==> config.mk <==
export PLATFORM = sky130hd
export DESIGN_NAME = spi_multi_reg_slave
export DESIGN_NICKNAME = d
export VERILOG_FILES = /design/src/rtl/spi_multi_reg_slave.sv
export SDC_FILE = /design/constraint.sdc
export NUM_CORES = 1
export LEC_CHECK = 0
export ABC_CLOCK_PERIOD_IN_PS = 2800
export CORE_ASPECT_RATIO = 1.25
export CORE_UTILIZATION = 46
export CTS_CLUSTER_SIZE = 24
export DETAILED_ROUTE_END_ITERATION = 8
export GPL_TIMING_DRIVEN = 0
export PLACE_DENSITY = 0.81
export SLEW_MARGIN = 25
export SYNTH_ARGS = -nofsm -noshare
export SYNTH_HDL_FRONTEND = slang
export SYNTH_SLANG_ARGS = --single-unit
export TNS_END_PERCENT = 5
==> constraint.sdc <==
create_clock -name clk -period 2.8 [get_ports clk]
set_clock_uncertainty 0.05 [all_clocks]
set_input_delay 0.42 -clock clk [delete_from_list [all_inputs] [get_ports clk]]
set_output_delay 0.42 -clock clk [all_outputs]
set_load 0.01 [all_outputs]
==> src/rtl/spi_multi_reg_slave.sv <==
// SPI mode-0 slave serving NCH word-wide channels in a contiguous address window.
// Reads snapshot a channel and shift it out MSB first; writes shift a word in and strobe it out.
module spi_multi_reg_slave #(
  parameter int NBIT        = 32,
  parameter int NCH         = 4,
  parameter int BASE_ADR    = 1,
  parameter int SYNC_STAGES = 2
) (
  input  logic                                   clk,
  input  logic                                   rst,
  input  logic                                   sclk,
  input  logic                                   mosi,
  input  logic                                   cs,
  output logic                                   miso,
  output logic                                   miso_oe,
  input  logic [NCH*NBIT-1:0]                    inport,
  output logic                                   rd_stb,
  output logic [((NCH > 1) ? $clog2(NCH) : 1)-1:0] rd_ch,
  output logic [NBIT-1:0]                        wr_data,
  output logic [((NCH > 1) ? $clog2(NCH) : 1)-1:0] wr_ch,
  output logic                                   wr_stb,
  output logic                                   cmd_err,
  output logic                                   busy
);

  localparam int CHW  = (NCH > 1) ? $clog2(NCH) : 1;
  localparam int CMAX = (NBIT > 8) ? NBIT : 8;
  localparam int CW   = $clog2(CMAX + 1);

  localparam logic [CW-1:0] CNT_CMD_LAST = CW'(7);
  localparam logic [CW-1:0] CNT_RD_LAST  = CW'(NBIT);
  localparam logic [CW-1:0] CNT_WR_LAST  = CW'(NBIT - 1);

  typedef enum logic [2:0] {
    S_IDLE,
    S_CMD,
    S_READ,
    S_WRITE,
    S_DONE
  } state_t;

  state_t state_q, state_d;

  // Synchronisers are deliberately not reset: a reset inside a frame must not
  // fabricate a cs falling edge once the chain refills with the real pin level.
  logic [SYNC_STAGES-1:0] sclk_sync, mosi_sync, cs_sync;
  logic                   sclk_d, cs_d;

  always_ff @(posedge clk) begin
    sclk_sync <= {sclk_sync[SYNC_STAGES-2:0], sclk};
    mosi_sync <= {mosi_sync[SYNC_STAGES-2:0], mosi};
    cs_sync   <= {cs_sync[SYNC_STAGES-2:0], cs};
    sclk_d    <= sclk_sync[SYNC_STAGES-1];
    cs_d      <= cs_sync[SYNC_STAGES-1];
  end

  logic sclk_s, mosi_s, cs_s;
  logic sclk_rise, sclk_fall, cs_fall;

  assign sclk_s    = sclk_sync[SYNC_STAGES-1];
  assign mosi_s    = mosi_sync[SYNC_STAGES-1];
  assign cs_s      = cs_sync[SYNC_STAGES-1];
  assign sclk_rise = sclk_s & ~sclk_d;
  assign sclk_fall = ~sclk_s & sclk_d;
  assign cs_fall   = cs_d & ~cs_s;

  logic [6:0]      cmd_sr;
  logic [NBIT-1:0] sr;
  logic [CW-1:0]   cnt;
  logic [CHW-1:0]  ch_q;
  logic            wr_pend;

  // Command decode looks at the byte as it will be after the current mosi bit.
  logic [7:0]      cmd_next;
  logic [7:0]      off;
  logic            in_win;
  logic [CHW-1:0]  ch_sel;
  logic [NBIT-1:0] word_sel;

  assign cmd_next = {cmd_sr, mosi_s};
  assign off      = {1'b0, cmd_next[6:0]} - 8'(BASE_ADR);
  assign in_win   = (off < 8'(NCH));
  assign ch_sel   = off[CHW-1:0];
  assign word_sel = inport[int'(ch_sel)*NBIT +: NBIT];

  always_ff @(posedge clk) begin
    if (rst) state_q <= S_IDLE;
    else     state_q <= state_d;
  end

  always_comb begin
    state_d = state_q;
    if (cs_s) begin
      state_d = S_IDLE;
    end else begin
      case (state_q)
        S_IDLE:  if (cs_fall) state_d = S_CMD;
        S_CMD: begin
          if (sclk_rise && cnt == CNT_CMD_LAST) begin
            if (!in_win)         state_d = S_DONE;
            else if (cmd_next[7]) state_d = S_WRITE;
            else                 state_d = S_READ;
          end
        end
        S_READ:  if (sclk_fall && cnt == CNT_RD_LAST) state_d = S_DONE;
        S_WRITE: if (sclk_rise && cnt == CNT_WR_LAST) state_d = S_DONE;
        S_DONE:  state_d = S_DONE;
        default: state_d = S_IDLE;
      endcase
    end
  end

  always_ff @(posedge clk) begin
    if (rst) begin
      miso    <= 1'b0;
      miso_oe <= 1'b0;
      rd_stb  <= 1'b0;
      rd_ch   <= '0;
      wr_data <= '0;
      wr_ch   <= '0;
      wr_stb  <= 1'b0;
      cmd_err <= 1'b0;
      busy    <= 1'b0;
      cmd_sr  <= '0;
      sr      <= '0;
      cnt     <= '0;
      ch_q    <= '0;
      wr_pend <= 1'b0;
    end else begin
      rd_stb  <= 1'b0;
      wr_stb  <= 1'b0;
      cmd_err <= 1'b0;
      busy    <= ~cs_s;

      if (wr_pend) begin
        wr_data <= sr;
        wr_ch   <= ch_q;
        wr_stb  <= 1'b1;
        wr_pend <= 1'b0;
      end

      if (cs_s) begin
        miso    <= 1'b0;
        miso_oe <= 1'b0;
        cnt     <= '0;
      end else begin
        case (state_q)
          S_IDLE: begin
            if (cs_fall) begin
              // An sclk rise arriving with the cs edge is command bit 7.
              if (sclk_rise) begin
                cmd_sr <= cmd_next[6:0];
                cnt    <= CW'(1);
              end else begin
                cnt    <= '0;
              end
            end
          end
          S_CMD: begin
            if (sclk_rise) begin
              cmd_sr <= cmd_next[6:0];
              cnt    <= cnt + 1'b1;
              if (cnt == CNT_CMD_LAST) begin
                cnt <= '0;
                if (!in_win) begin
                  cmd_err <= 1'b1;
                end else begin
                  ch_q <= ch_sel;
                  if (!cmd_next[7]) begin
                    sr      <= word_sel;
                    miso    <= word_sel[NBIT-1];
                    miso_oe <= 1'b1;
                    rd_stb  <= 1'b1;
                    rd_ch   <= ch_sel;
                  end
                end
              end
            end
          end
          S_READ: begin
            // Fall 0 follows the command LSB and only counts; falls 1..NBIT-1
            // advance the word; fall NBIT releases the line.
            if (sclk_fall) begin
              cnt <= cnt + 1'b1;
              if (cnt == CNT_RD_LAST) begin
                miso    <= 1'b0;
                miso_oe <= 1'b0;
                cnt     <= '0;
              end else if (cnt != '0) begin
                sr   <= {sr[NBIT-2:0], 1'b0};
                miso <= sr[NBIT-2];
              end
            end
          end
          S_WRITE: begin
            if (sclk_rise) begin
              sr  <= {sr[NBIT-2:0], mosi_s};
              cnt <= cnt + 1'b1;
              if (cnt == CNT_WR_LAST) begin
                wr_pend <= 1'b1;
                cnt     <= '0;
              end
            end
          end
          default: ;
        endcase
      end
    end
  end

endmodule
==> flow_summary.json <==
{
  "synthAdderAreaFrac_pct": 0.738,
  "ys_ff_latch": 101,
  "rows": 42,
  "synth_edf_count": 0,
  "fill_cells": 816,
  "crit_start": "mosi_sync[1]$_DFF_P_",
  "r2r_end": "rd_ch[1]$_SDFFE_PP0P_",
  "cts_tree": "yes",
  "cts_buffers": 9,
  "fp.dieH_um": 120,
  "power_leakage_uw": 0.00253,
  "worstSetupPathType": "flop to flop",
  "grt_pass1_vias": 4775,
  "whs_endpoint": "mosi_sync[1]$_DFF_P_",
  "fin_crit_ns": 2.54,
  "clkTransAtPathRegs_ns": 0.06,
  "layout_commonest_cell": "clkdlybuf4s50_1",
  "die_area_um2": 11500,
  "synth_compound_area_share_pct": 15.7,
  "final_cell_mix": "173 x clkdlybuf4s50_1, 101 x dfxtp_1, 73 x nand2_1",
  "insertion_delay_ns": 0.35,
  "htreeDepth": 3,
  "layout.nets": 833,
  "rsz0062_at_grt": "no",
  "cp.arrival_ns": 2.75,
  "drc": 0,
  "coreArea_um2": 10700,
  "layout-drive-gt1-share_pct": 12.0,
  "drt_first_pass_iters": 5,
  "dp_hpwl_um": 11300,
  "slew_violations": 0,
  "rr_worst_depth": 9,
  "intPower_uw": 2700,
  "fmax_mhz": 393,
  "post-route-util_pct": 69.1,
  "netlist_area_um2": 5090,
  "power.share.sequential_pct": 42.7,
  "gp_congestion": 0.849,
  "yosysWarnings": 0,
  "port_buffers": 173,
  "synth_top_family_by_area": "multiplexers",
  "synth.avg_cell_area_um2": 9.90,
  "p_clk_share_pct": 43.7,
  "cp_max_fo": 10,
  "outcome": "finished, final reports clean",
  "gr-usage-all-layers_pct": 26.3,
  "async_flop_share_pct": 0,
  "ir_drop_mv": 0.245,
  "drt-initial-drc-count": 225,
  "antenna_found_initial": 0,
  "setup.worst_path.start_class": "flop",
  "synthXorXnorAreaFrac_pct": 0,
  "diodes": 0,
  "whs_path_depth": 0,
  "grt_max_degree": 17,
  "cts-root-buf": "clkbuf_16",
  "hold_path.class": "flop to flop",
  "routed_via_density": 5.67,
  "final-hold-violation-count": 0,
  "routed-wl-met2_um": 7510,
  "cts_sinks": 101,
  "via_count": 4732,
  "end_kind": "flop",
  "gr-total-overflow": 0,
  "critPathRequiredTime_ns": 3.01,
  "area_growth_pct": 44.9,
  "synth-main-ff-cell": "dfxtp_1",
  "whs_ns": 0.279,
  "wl_met3_um": 875,
  "synth_cell_type_count": 51,
  "swShare_pct": 21.3,
  "switchingPower_uw": 731,
  "fin_total_pwr_uw": 3430,
  "die_w_um": 96.1,
  "relSlewSlack_pct": 29.8,
  "ff_latch_area_um2": 2020,
  "ys_seq_area_share_pct": 39.8,
  "synth_cells": 514,
  "ant_nets": 0,
  "powerDensity_nw_per_um2": 465,
  "r2r_setup_slack_ns": 0.26,
  "grt_first_pass_wirelength_um": 23100,
  "synth_simple_gate_area_share_pct": 15.6,
  "hold_path_startpoint": "mosi_sync[0]$_DFF_P_",
  "ios": 175,
  "setup_viol": 0,
  "routed_wl_um": 14600,
  "clock_path_buffers": 2,
  "wl_met1_um": 5840,
  "reg2reg_from": "mosi_sync[1]$_DFF_P_",
  "combPwrFrac_pct": 13.6,
  "highest_layer": "met4",
  "fin_crit_sh_pct": 90.8,
  "synth_mux_area_share_pct": 22.8,
  "syn_nets": 650,
  "initial_core_util_pct": 47.7,
  "tightest_slew_ns": 1.04,
  "post_drt_wl_per_cell_um": 17.5,
  "maxCapViolations": 0,
  "multi_input_area_um2": 2800
}
-- Yosys cell counts, types with 2 or more instances --
master | n | area share, %
nand3b_1 | 2 | 0.30
inv_1 | 9 | 0.66
a311oi_2 | 7 | 2.1
nand4b_1 | 3 | 0.52
o21ba_2 | 2 | 0.39
buf_8 | 3 | 0.89
o21ai_0 | 9 | 0.89
nor4bb_1 | 2 | 0.39
ha_1 | 3 | 0.74
buf_6 | 4 | 0.89
dfxtp_1 | 101 | 40
or3_1 | 3 | 0.37
a21oi_1 | 43 | 4.2
nor2b_1 | 2 | 0.25
o31ai_1 | 3 | 0.44
nor4_1 | 2 | 0.25
a21o_1 | 2 | 0.30
buf_1 | 3 | 0.22
buf_2 | 8 | 0.79
nor2_1 | 59 | 4.4
o21a_1 | 3 | 0.44
mux4_2 | 31 | 14
and3b_1 | 2 | 0.34
nand2_1 | 73 | 5.4
clkbuf_1 | 26 | 1.9
nand2b_1 | 3 | 0.37
nand3_1 | 7 | 0.69
mux2i_1 | 45 | 8.9
a211oi_1 | 6 | 0.89
a311oi_1 | 24 | 4.1
nor3_1 | 4 | 0.39
-- critical path, cell delays in order (launching register included) --
cell and delay, ns:
dfxtp_1 0.36, buf_6 0.21, buf_4 0.23, inv_1 0.07, ha_2 0.18, nor2_1 0.16
a31oi_4 0.15, or4_1 0.62, o21ba_2 0.24, a211oi_1 0.19
-- how the worst max path moves through the flow --
stage          slack, ns  depth (start not counted)               endpoint
2_1_floorplan       0.33                          9    sr[25]$_SDFFE_PP0P_
3_3_place_gp       -0.54                          9    sr[28]$_SDFFE_PP0P_
6_report            0.26                          9  rd_ch[1]$_SDFFE_PP0P_
3_5_place_dp       -0.63                          9    sr[28]$_SDFFE_PP0P_
4_1_cts             0.02                         11     sr[8]$_SDFFE_PP0P_
5_1_grt             0.05                          9  rd_ch[1]$_SDFFE_PP0P_
-- power by group through the flow --
stage | registers [uW] | logic, uW | clock network [uW]
after floorplan | 1490 | 223 | 0
after global placement | 1500 | 455 | 0
after detailed placement | 1500 | 462 | 0
after CTS | 1460 | 465 | 1510
after global routing | 1460 | 501 | 1570
final | 1460 | 466 | 1500
-- sequential cells by signal, indices dropped and copies added, names as in the netlist --
name	flops
rd_ch	2
cmd_sr	7
wr_data	32
wr_ch	2
cs_sync	2
state_q	3
sr	32
cnt	6
sclk_sync	2
rd_stb	1
ch_q	2
sclk_d	1
wr_stb	1
mosi_sync	2
miso	1
cs_d	1
wr_pend	1
busy	1
cmd_err	1
miso_oe	1
-- metal layers --
layer	vias to the layer above	track usage (%)
li1	2256	-
met1	2249	32.7
met2	202	44.8
met3	25	4.31
met4	0	9.98
met5	-	0
-- repair_timing --
action                                  CTS  global route
hold buffers                              0             0
pin swaps                                 0             0
resized for setup                         5             4
endpoints found under the setup margin   36            35
cloned                                    0             0
setup buffers                             0             0
-- cell families (layout without fill, tap and decap cells) --
group	Yosys count	in the layout
buffers and inverters	53	241
AND/OR/NAND/NOR	173	173
adder cells (fa/ha/maj)	3	3
multiplexers	77	77
flip-flops	101	101
AO/OA/AOI/OAI	107	107
-- final cells by class --
| type | count | share of cell area (%) |
|---|---|---|
| multi-input cells | 360 | 38.0 |
| flip-flops and latches | 101 | 27.4 |
| repair buffers | 173 | 23.5 |
| clock buffers | 12 | 3.62 |
| plain buffers | 43 | 3.36 |
| well taps | 132 | 2.24 |
| clock inverters | 4 | 1.37 |
| inverters | 9 | 0.458 |
-- stage by stage --
stage          area [um2]  TNS (ns)  instances  worst slack (ns)
2_1_floorplan        5090         0        514             0.328
3_3_place_gp         6980    -14.01        819            -0.541
3_5_place_dp         6980    -15.51        819            -0.631
4_1_cts              7360         0        834            0.0224
5_1_grt              7370         0        834            0.0484
6_report             7370         0        834             0.258
(Power assumes the default switching activity.)
